<file path="config.mk">
export PLATFORM = sky130hd
export DESIGN_NAME = add_shft_mul_flat
export DESIGN_NICKNAME = d
export VERILOG_FILES = /design/src/rtl/add_shft_mul_pkg.sv /design/src/rtl/add_shft_mul_if.sv /design/src/rtl/add_shft_mul.sv /design/src/flat_wrapper.sv
export SDC_FILE = /design/constraint.sdc
export NUM_CORES = 1
export LEC_CHECK = 0
export ABC_CLOCK_PERIOD_IN_PS = 2760
export CAP_MARGIN = 0
export CORE_MARGIN = 4
export CORE_UTILIZATION = 46
export DETAILED_ROUTE_END_ITERATION = 8
export GPL_TIMING_DRIVEN = 0
export PLACE_DENSITY = 0.74
export SLEW_MARGIN = 15
export SYNTH_ARGS = -nofsm -noshare
export SYNTH_HDL_FRONTEND = slang
export SYNTH_SLANG_ARGS = --single-unit
export TNS_END_PERCENT = 1
</file>
<file path="constraint.sdc">
create_clock -name clk -period 2.76 [get_ports clk]
set_input_delay 0.552 -clock clk [delete_from_list [all_inputs] [get_ports clk]]
set_output_delay 0.552 -clock clk [all_outputs]
set_load 0.02 [all_outputs]
</file>
<file path="src/rtl/add_shft_mul_pkg.sv">
// Shared definitions for the sequential multiplier and its divider companion:
// control state encoding, counter sizing and operand magnitude.
package add_shft_mul_pkg;

  typedef enum logic [1:0] {
    ST_DONE = 2'd0,
    ST_RUN  = 2'd1,
    ST_FIX  = 2'd2
  } state_t;

  // Widest operand mag() can handle; callers zero-extend into this width.
  localparam int MAG_MAX_W = 64;

  function automatic int clog2(input int n);
    int r;
    int v;
    r = 0;
    v = 1;
    while (v < n) begin
      v = v << 1;
      r = r + 1;
    end
    return r;
  endfunction

  // |x| of a w-bit value as w-bit unsigned; the most-negative value maps to
  // 2^(w-1) because the result is read as unsigned.
  function automatic logic [MAG_MAX_W-1:0] mag(input logic [MAG_MAX_W-1:0] x,
                                               input int                   w,
                                               input logic                 signed_en);
    logic [MAG_MAX_W-1:0] mask;
    logic [MAG_MAX_W-1:0] neg_x;
    logic                 msb;
    mask  = {MAG_MAX_W{1'b1}} >> (MAG_MAX_W - w);
    neg_x = (~x + 64'd1) & mask;
    msb   = ((x >> (w - 1)) & 64'd1) != 64'd0;
    if (signed_en && msb) return neg_x;
    return x & mask;
  endfunction

endpackage

</file>
<file path="src/rtl/add_shft_mul_if.sv">
// Start/done operand bus shared by the sequential multiplier and divider.
interface add_shft_mul_if #(
  parameter int W = 8
);
  logic [W-1:0]   a;
  logic [W-1:0]   b;
  logic           start;
  logic [2*W-1:0] p;
  logic           done;

  modport master (output a, output b, output start, input p, input done);
  modport slave  (input a, input b, input start, output p, output done);
endinterface

</file>
<file path="src/rtl/add_shft_mul.sv">
// Sequential MSB-first shift-and-add multiplier, one partial product per clock,
// with optional two's complement mode via sign-magnitude and a final negate.
module add_shft_mul
  import add_shft_mul_pkg::*;
#(
  parameter int W      = 8,
  parameter int SIGNED = 0
) (
  input logic           clk,
  input logic           rst,
  add_shft_mul_if.slave bus
);

  localparam int            PW   = 2 * W;
  localparam int            CW   = clog2(W + 1);
  localparam logic [CW-1:0] LAST = CW'(W - 1);

  state_t        state, state_n;
  logic [PW-1:0] p_q, p_n;
  logic [CW-1:0] cnt, cnt_n;
  logic [W-1:0]  ar, ar_n;
  logic [W-1:0]  br, br_n;
  logic          neg, neg_n;
  logic [W-1:0]  ar_sh;
  logic [PW-1:0] addend;

  function automatic logic [W-1:0] mag_w(input logic [W-1:0] x);
    logic [MAG_MAX_W-1:0] wide;
    wide = MAG_MAX_W'(x);
    wide = mag(wide, W, SIGNED != 0);
    return wide[W-1:0];
  endfunction

  function automatic logic [PW-1:0] negate(input logic [PW-1:0] x);
    return ~x + PW'(1);
  endfunction

  always_comb begin
    state_n = state;
    p_n     = p_q;
    cnt_n   = cnt;
    ar_n    = ar;
    br_n    = br;
    neg_n   = neg;
    // Multiplier bit for this iteration sits at ar[W-1-cnt].
    ar_sh   = ar << cnt;
    addend  = ar_sh[W-1] ? {{W{1'b0}}, br} : '0;

    if (bus.start) begin
      ar_n    = mag_w(bus.a);
      br_n    = mag_w(bus.b);
      neg_n   = (SIGNED != 0) & (bus.a[W-1] ^ bus.b[W-1]);
      p_n     = '0;
      cnt_n   = '0;
      state_n = ST_RUN;
    end else begin
      case (state)
        ST_RUN: begin
          p_n   = (p_q << 1) + addend;
          cnt_n = cnt + CW'(1);
          if (cnt == LAST) state_n = ST_FIX;
        end
        ST_FIX: begin
          if (neg) p_n = negate(p_q);
          state_n = ST_DONE;
        end
        default: ;
      endcase
    end
  end

  always_ff @(posedge clk) begin
    if (rst) begin
      state <= ST_DONE;
      p_q   <= '0;
      cnt   <= '0;
      ar    <= '0;
      br    <= '0;
      neg   <= 1'b0;
    end else begin
      state <= state_n;
      p_q   <= p_n;
      cnt   <= cnt_n;
      ar    <= ar_n;
      br    <= br_n;
      neg   <= neg_n;
    end
  end

  assign bus.p    = p_q;
  assign bus.done = (state == ST_DONE);

endmodule

</file>
<file path="src/flat_wrapper.sv">
// flat-port wrapper written by rule: the top's interface ports become plain ports
module add_shft_mul_flat import add_shft_mul_pkg::*;
#(
  parameter int W      = 8,
  parameter int SIGNED = 0
)
  (clk, rst, bus_a, bus_b, bus_start, bus_p, bus_done);
  add_shft_mul_if #(.W(W)) bus_i ();
  input logic clk;
  input logic rst;
  input wire logic [$bits(bus_i.a)-1:0] bus_a;
  input wire logic [$bits(bus_i.b)-1:0] bus_b;
  input wire logic [$bits(bus_i.start)-1:0] bus_start;
  output wire logic [$bits(bus_i.p)-1:0] bus_p;
  output wire logic [$bits(bus_i.done)-1:0] bus_done;
  assign bus_i.a = bus_a;
  assign bus_i.b = bus_b;
  assign bus_i.start = bus_start;
  assign bus_p = bus_i.p;
  assign bus_done = bus_i.done;
  add_shft_mul #(.W(W), .SIGNED(SIGNED)) u_core (.clk(clk), .rst(rst), .bus(bus_i));
endmodule
</file>
# [After elaboration in Yosys (flattened, before gate mapping)]
# Cells that the tools add are included.
[op_classes] addsub=2 eq_ne=5 shift=1 muxes=5 bitwise_logic=1 n_reduce_logical=7
[ops] cell="$add A16 B16 Y16" n=1
[ops] cell="$mux W16" n=1
[ops] cell="$mux W8" n=1
[ops] cell="$shl A8 B4 Y8" n=1
[ops] cell="$reduce_and A2 Y1" n=3
[ops] cell="$add A4 B1 Y4 const B" n=1
[ops] cell="$eq A4 B3 Y1 const B" n=1
[ops] cell="$pmux W2 S2" n=1
[ops] cell="$ne A3 B2 Y1 const B" n=1
[ops] cell="$reduce_bool A3 Y1" n=1
[ops] cell="$eq A2 B1 Y1 const B" n=1
[ops] cell="$eq A2 B2 Y1 const B" n=1
[ops] cell="$logic_not A2 Y1" n=1
[ops] cell="$mux W2" n=1
[ops] cell="$ne A2 B1 Y1 const B" n=1
[ops] cell="$reduce_bool A2 Y1" n=1
[ops] cell="$reduce_or A2 Y1" n=1
[ops] cell="$mux W1" n=1
[ops] cell="$not A1 Y1" n=1
[word_totals] regBits=38

# [Logic depth before layout (Yosys ltp)]
[depth] word_depth=4 ltp_mapped=10

# [Least setup slack after synthesis]
# OpenSTA, ideal clock, no wires.
[synth_path] path_type="register -> register" startpoint="reg u_core.cnt[0]" endpoint="reg u_core.p_q[7], in the netlist u_core.bus.p[7]" setup_ns=0.117 arrival_time_ns=2.704 required_time_ns=2.643 slack_ns=-0.060 path_stages_with_launch=11 path_buffers=0 period_less_slack_ns=2.820 path_cell_list="dfxtp_1 > mux4_2 > mux2i_1 > nor2_1 > and2_1 > ha_1 > fa_1 > a211oi_1 > o21ai_0 > xor2_1 > a22o_1"
[synth_between] elab_chain_len=4
[synth_lines] item="start, declared" line_no="add_shft_mul.sv:20" text="logic [CW-1:0] cnt, cnt_n;"
[synth_lines] item="start signal, assigned" line_no="add_shft_mul.sv:83" text="cnt <= cnt_n;"
[synth_lines] item="$shl A8 B4 Y8" line_no="add_shft_mul.sv:46" text="ar_sh = ar << cnt;"
[synth_lines] item="$mux W8" line_no="add_shft_mul.sv:47" text="addend = ar_sh[W-1] ? {{W{1'b0}}, br} : '0;"
[synth_lines] item="$add A16 B16 Y16" line_no="add_shft_mul.sv:59" text="p_n = (p_q << 1) + addend;"
[synth_lines] item="$mux W16" line_no="add_shft_mul.sv:57" text="case (state)"
[synth_lines] item="end signal, assigned" line_no="add_shft_mul.sv:82" text="p_q <= p_n;"
[synth_lines] item="end, declared" line_no="add_shft_mul.sv:19" text="logic [PW-1:0] p_q, p_n;"
# No other way between the ends. The select of a mux whose other input is x is not followed.
# A chain may end at the register's enable or synchronous reset.

# [Worst setup path after layout]
[layout_path] startpoint="reg u_core.cnt[0]" endpoint="reg u_core.p_q[13], in the netlist u_core.bus.p[13]"
# The elaborated chain is that of the path after synthesis.

==> impl_results.md <==
* Status: finished, final reports clean
* Syn Std Cell Area at 1900 um2
* CP Launch Type: flip-flop
* Largest net degree at the start of global routing at 13
* Total power at about 0.0013 W
* WS Path Type: flip-flop to flip-flop
* Slowest Stage Delay on Critical Path at around 520 ps
* Syn Area/Cell at around 9.3 um2
* Crit-path max FO at 7
* Final period util at between 90% and 100%
* Initial Util at a little under half
* Fmax at about 0.37 GHz
* Die H at around 72 um
* First-pass GRT wire length at about 7.4 mm
* Worst Skew at between 4 and 5 ps
* Seq/Total Area, Yosys at between 30 and 40%
* Hold-fix buffers, CTS at 0
* H-tree depth at 2
* GPL Wtd Cong at slightly below 0.8
* DP HPWL at a little under 3 mm
* Top cells by count, synth: 38 x dfxtp_1, 25 x nor2_1, 17 x mux2i_1
* P per Cell Area at just over 500 nW/um2
* Fin util at between 60 and 70%
* Chip width at around 72 um
* Initial DRC count at 85
* CTS Sinks at 38
* Final net count at about 280
* Top cell type by total area after synthesis: dfxtp_1
* Vias in the first global route at ~1,600
* Clock-pin slew of the registers on the worst-case setup and hold paths at around 80 ps
* Tightest Pin Transition at 684 ps
* TritonCTS buffer count at 5
* Worst path cell trace: mux4_2, mux2i_4, nor2_4, and2_4, ha_4, fa_2, a211oi_4, o21a_2, o21ai_0, a31oi_1
* Antenna-violating nets left at 0
* Netlist cell types at 41
* Dominant synthesized flop cell: dfxtp_1
* CTS tree: done
* Top-count cell post-synth: dfxtp_1
* Post-synth EDFFs at 0
* Finished Layout Cells at between 300 and 400
* Share of cells above drive strength 1 at 19.4%
* RSZ-0062 raised after global routing: true
* Syn Inst Count at 205
* Slew Viols, Final at 0
* FFs w/ async S/R, synth at 0%
* Synthesized netlist net count at between 200 and 250
* Fin crit period at ~2700 ps
* WL per Instance at 15.0 um
* Final Instance Area at around 2600 um2
* Total of max-cap violations at 0
* WL final at between 4 and 5 mm
* Max VDD drop at roughly 0.32 mV
* Crit path buf inv count at 0
* CTS root buffer: clkbuf_8
* Yosys top cell area share at 39.9%
* Final hold vios at 0
* I/O pin cnt at 36
* Area delta synth->final at 37.1%
* Residual DRC at 0
* # setup viols final at 0
* Die footprint at ~5200 um2
* Vias per std cell at around 5.5
* Leak pwr at between 1 and 1.5 nW
* Antenna violations before repair at 0
* Num rows at 23
* WP data required at about 3000 ps
* CP Capture Type: flip-flop
* Fillers at 343
* Port buffer count at 33
* Grt ovf at 0
* Top cells by area, synth: dfxtp_1 40%, mux2i_1 8.9%, ha_1 5.3%, nor2_1 4.9%, o21ai_0 3.7%
* Clock Latency Late Sink at slightly below 300 ps
* Placed cell areas at 2300 um2
* Synth Register Bits at 38
* Yosys warnings at 0
* Max_slew headroom at roughly 54%
* Top delay family on crit path: compound AO/OA/AOI/OAI gates
* CTS max path bufs at 2
* Worst hold path class: flip-flop to flip-flop
* Setup TNS Final at 0 ps
* Core area at roughly 4000 um2
* Placed insts at roughly 290
* Ant. Diodes at 0
* DR vias at about 1,700
* GR Util All Layers at between 10% and 20%
* Router iterations before antenna repair at 4
* Worst-path cell with the longest stage delay: mux4_2
* Critical path arrival at ~3000 ps
-- cell usage in the layout, fill, tap and decap left out, types with 3 or more instances in the layout --
cell,n
dfxtp_1,36
clkdlybuf4s50_1,33
nor2_1,24
mux2i_1,16
nand2_1,12
o21ai_0,11
a21oi_1,10
and2_1,7
buf_4,7
a31oi_1,6
clkbuf_8,6
buf_2,5
xor2_1,4
xnor2_1,4
nand4_1,4
or3_1,4
a22o_1,4
ha_4,4
inv_1,3
and3_1,3
a211oi_2,3
a31o_2,3
nand3_1,3
ha_1,3
-- where the power goes --
part / internal [W] / switching (W) / total, W
Clock: 0.000386 / 0.000207 / 0.000592
Sequential: 0.000567 / 0.0000141 / 0.000581
Combinational: 0.0000716 / 0.0000688 / 0.000140
Total: 0.00102 / 0.000290 / 0.00131
-- layout make-up --
cell class / count / area (um2) / share of cell area (%)
plain buffers: 8 / 40.0 / 1.53
clock buffers: 6 / 82.6 / 3.16
clock inverters: 2 / 60.1 / 2.30
inverters: 3 / 11.3 / 0.431
multi-input cells: 156 / 1210 / 46.4
flip-flops and latches: 38 / 768 / 29.4
well taps: 50 / 62.6 / 2.40
repair buffers: 39 / 375 / 14.4
-- cell families (layout without fill, tap and decap cells) --
group                    Yosys count  count (layout)  synth area share [%]
AO/OA/AOI/OAI                     50              50                  17.3
flip-flops                        38              38                  39.9
multiplexers                      19              19                  11.3
AND/OR/NAND/NOR                   70              70                  18.7
buffers and inverters             11              58                  2.69
adder cells (fa/ha/maj)            9               9                  6.31
XOR/XNOR                           8               8                  3.68
-- worst paths after layout --
kind	from	end	slack (ps)	depth (start not counted)
max reg2reg	u_core.cnt[0]$_SDFFE_PP0N_	u_core.bus.p[13]$_SDFFE_PP0P_	40	10
min	u_core.state[0]$_SDFFE_PP0P_	u_core.state[1]$_SDFFE_PP0P_	490	1
min reg2reg	u_core.state[0]$_SDFFE_PP0P_	u_core.state[1]$_SDFFE_PP0P_	490	1
max	u_core.cnt[0]$_SDFFE_PP0N_	u_core.bus.p[13]$_SDFFE_PP0P_	40	10
-- registers in the layout, summed over array words and instances (netlist names) --
signal	count
u_core.bus.p	16
u_core.ar	8
u_core.br	8
u_core.cnt	4
u_core.state	2
-- stage by stage --
step	hold WS, ps	setup slack (ps)
finish	494	37.5
floorplan	452	3.29
CTS	498	-1.94
global route	525	-95.3
detailed placement	481	-342
global placement	464	-348
-- routing by layer --
| layer | wire, um | vias to the layer above | track usage [%] |
|---|---|---|---|
| li1 | - | 836 | - |
| met4 | 30 | 0 | 5.43 |
| met2 | 2160 | 52 | 28.5 |
| met1 | 2090 | 775 | 23.3 |
| met5 | 0 | - | 0 |
| met3 | 247 | 4 | 4.57 |
-- what timing repair did --
item                                    in CTS  in global routing
pin swaps                                    5                 10
buffers inserted                             2                  4
endpoints found under the setup margin      11                 10
gates resized for setup                     14                 14
Note: power is estimated with default switching activity, not from simulation.
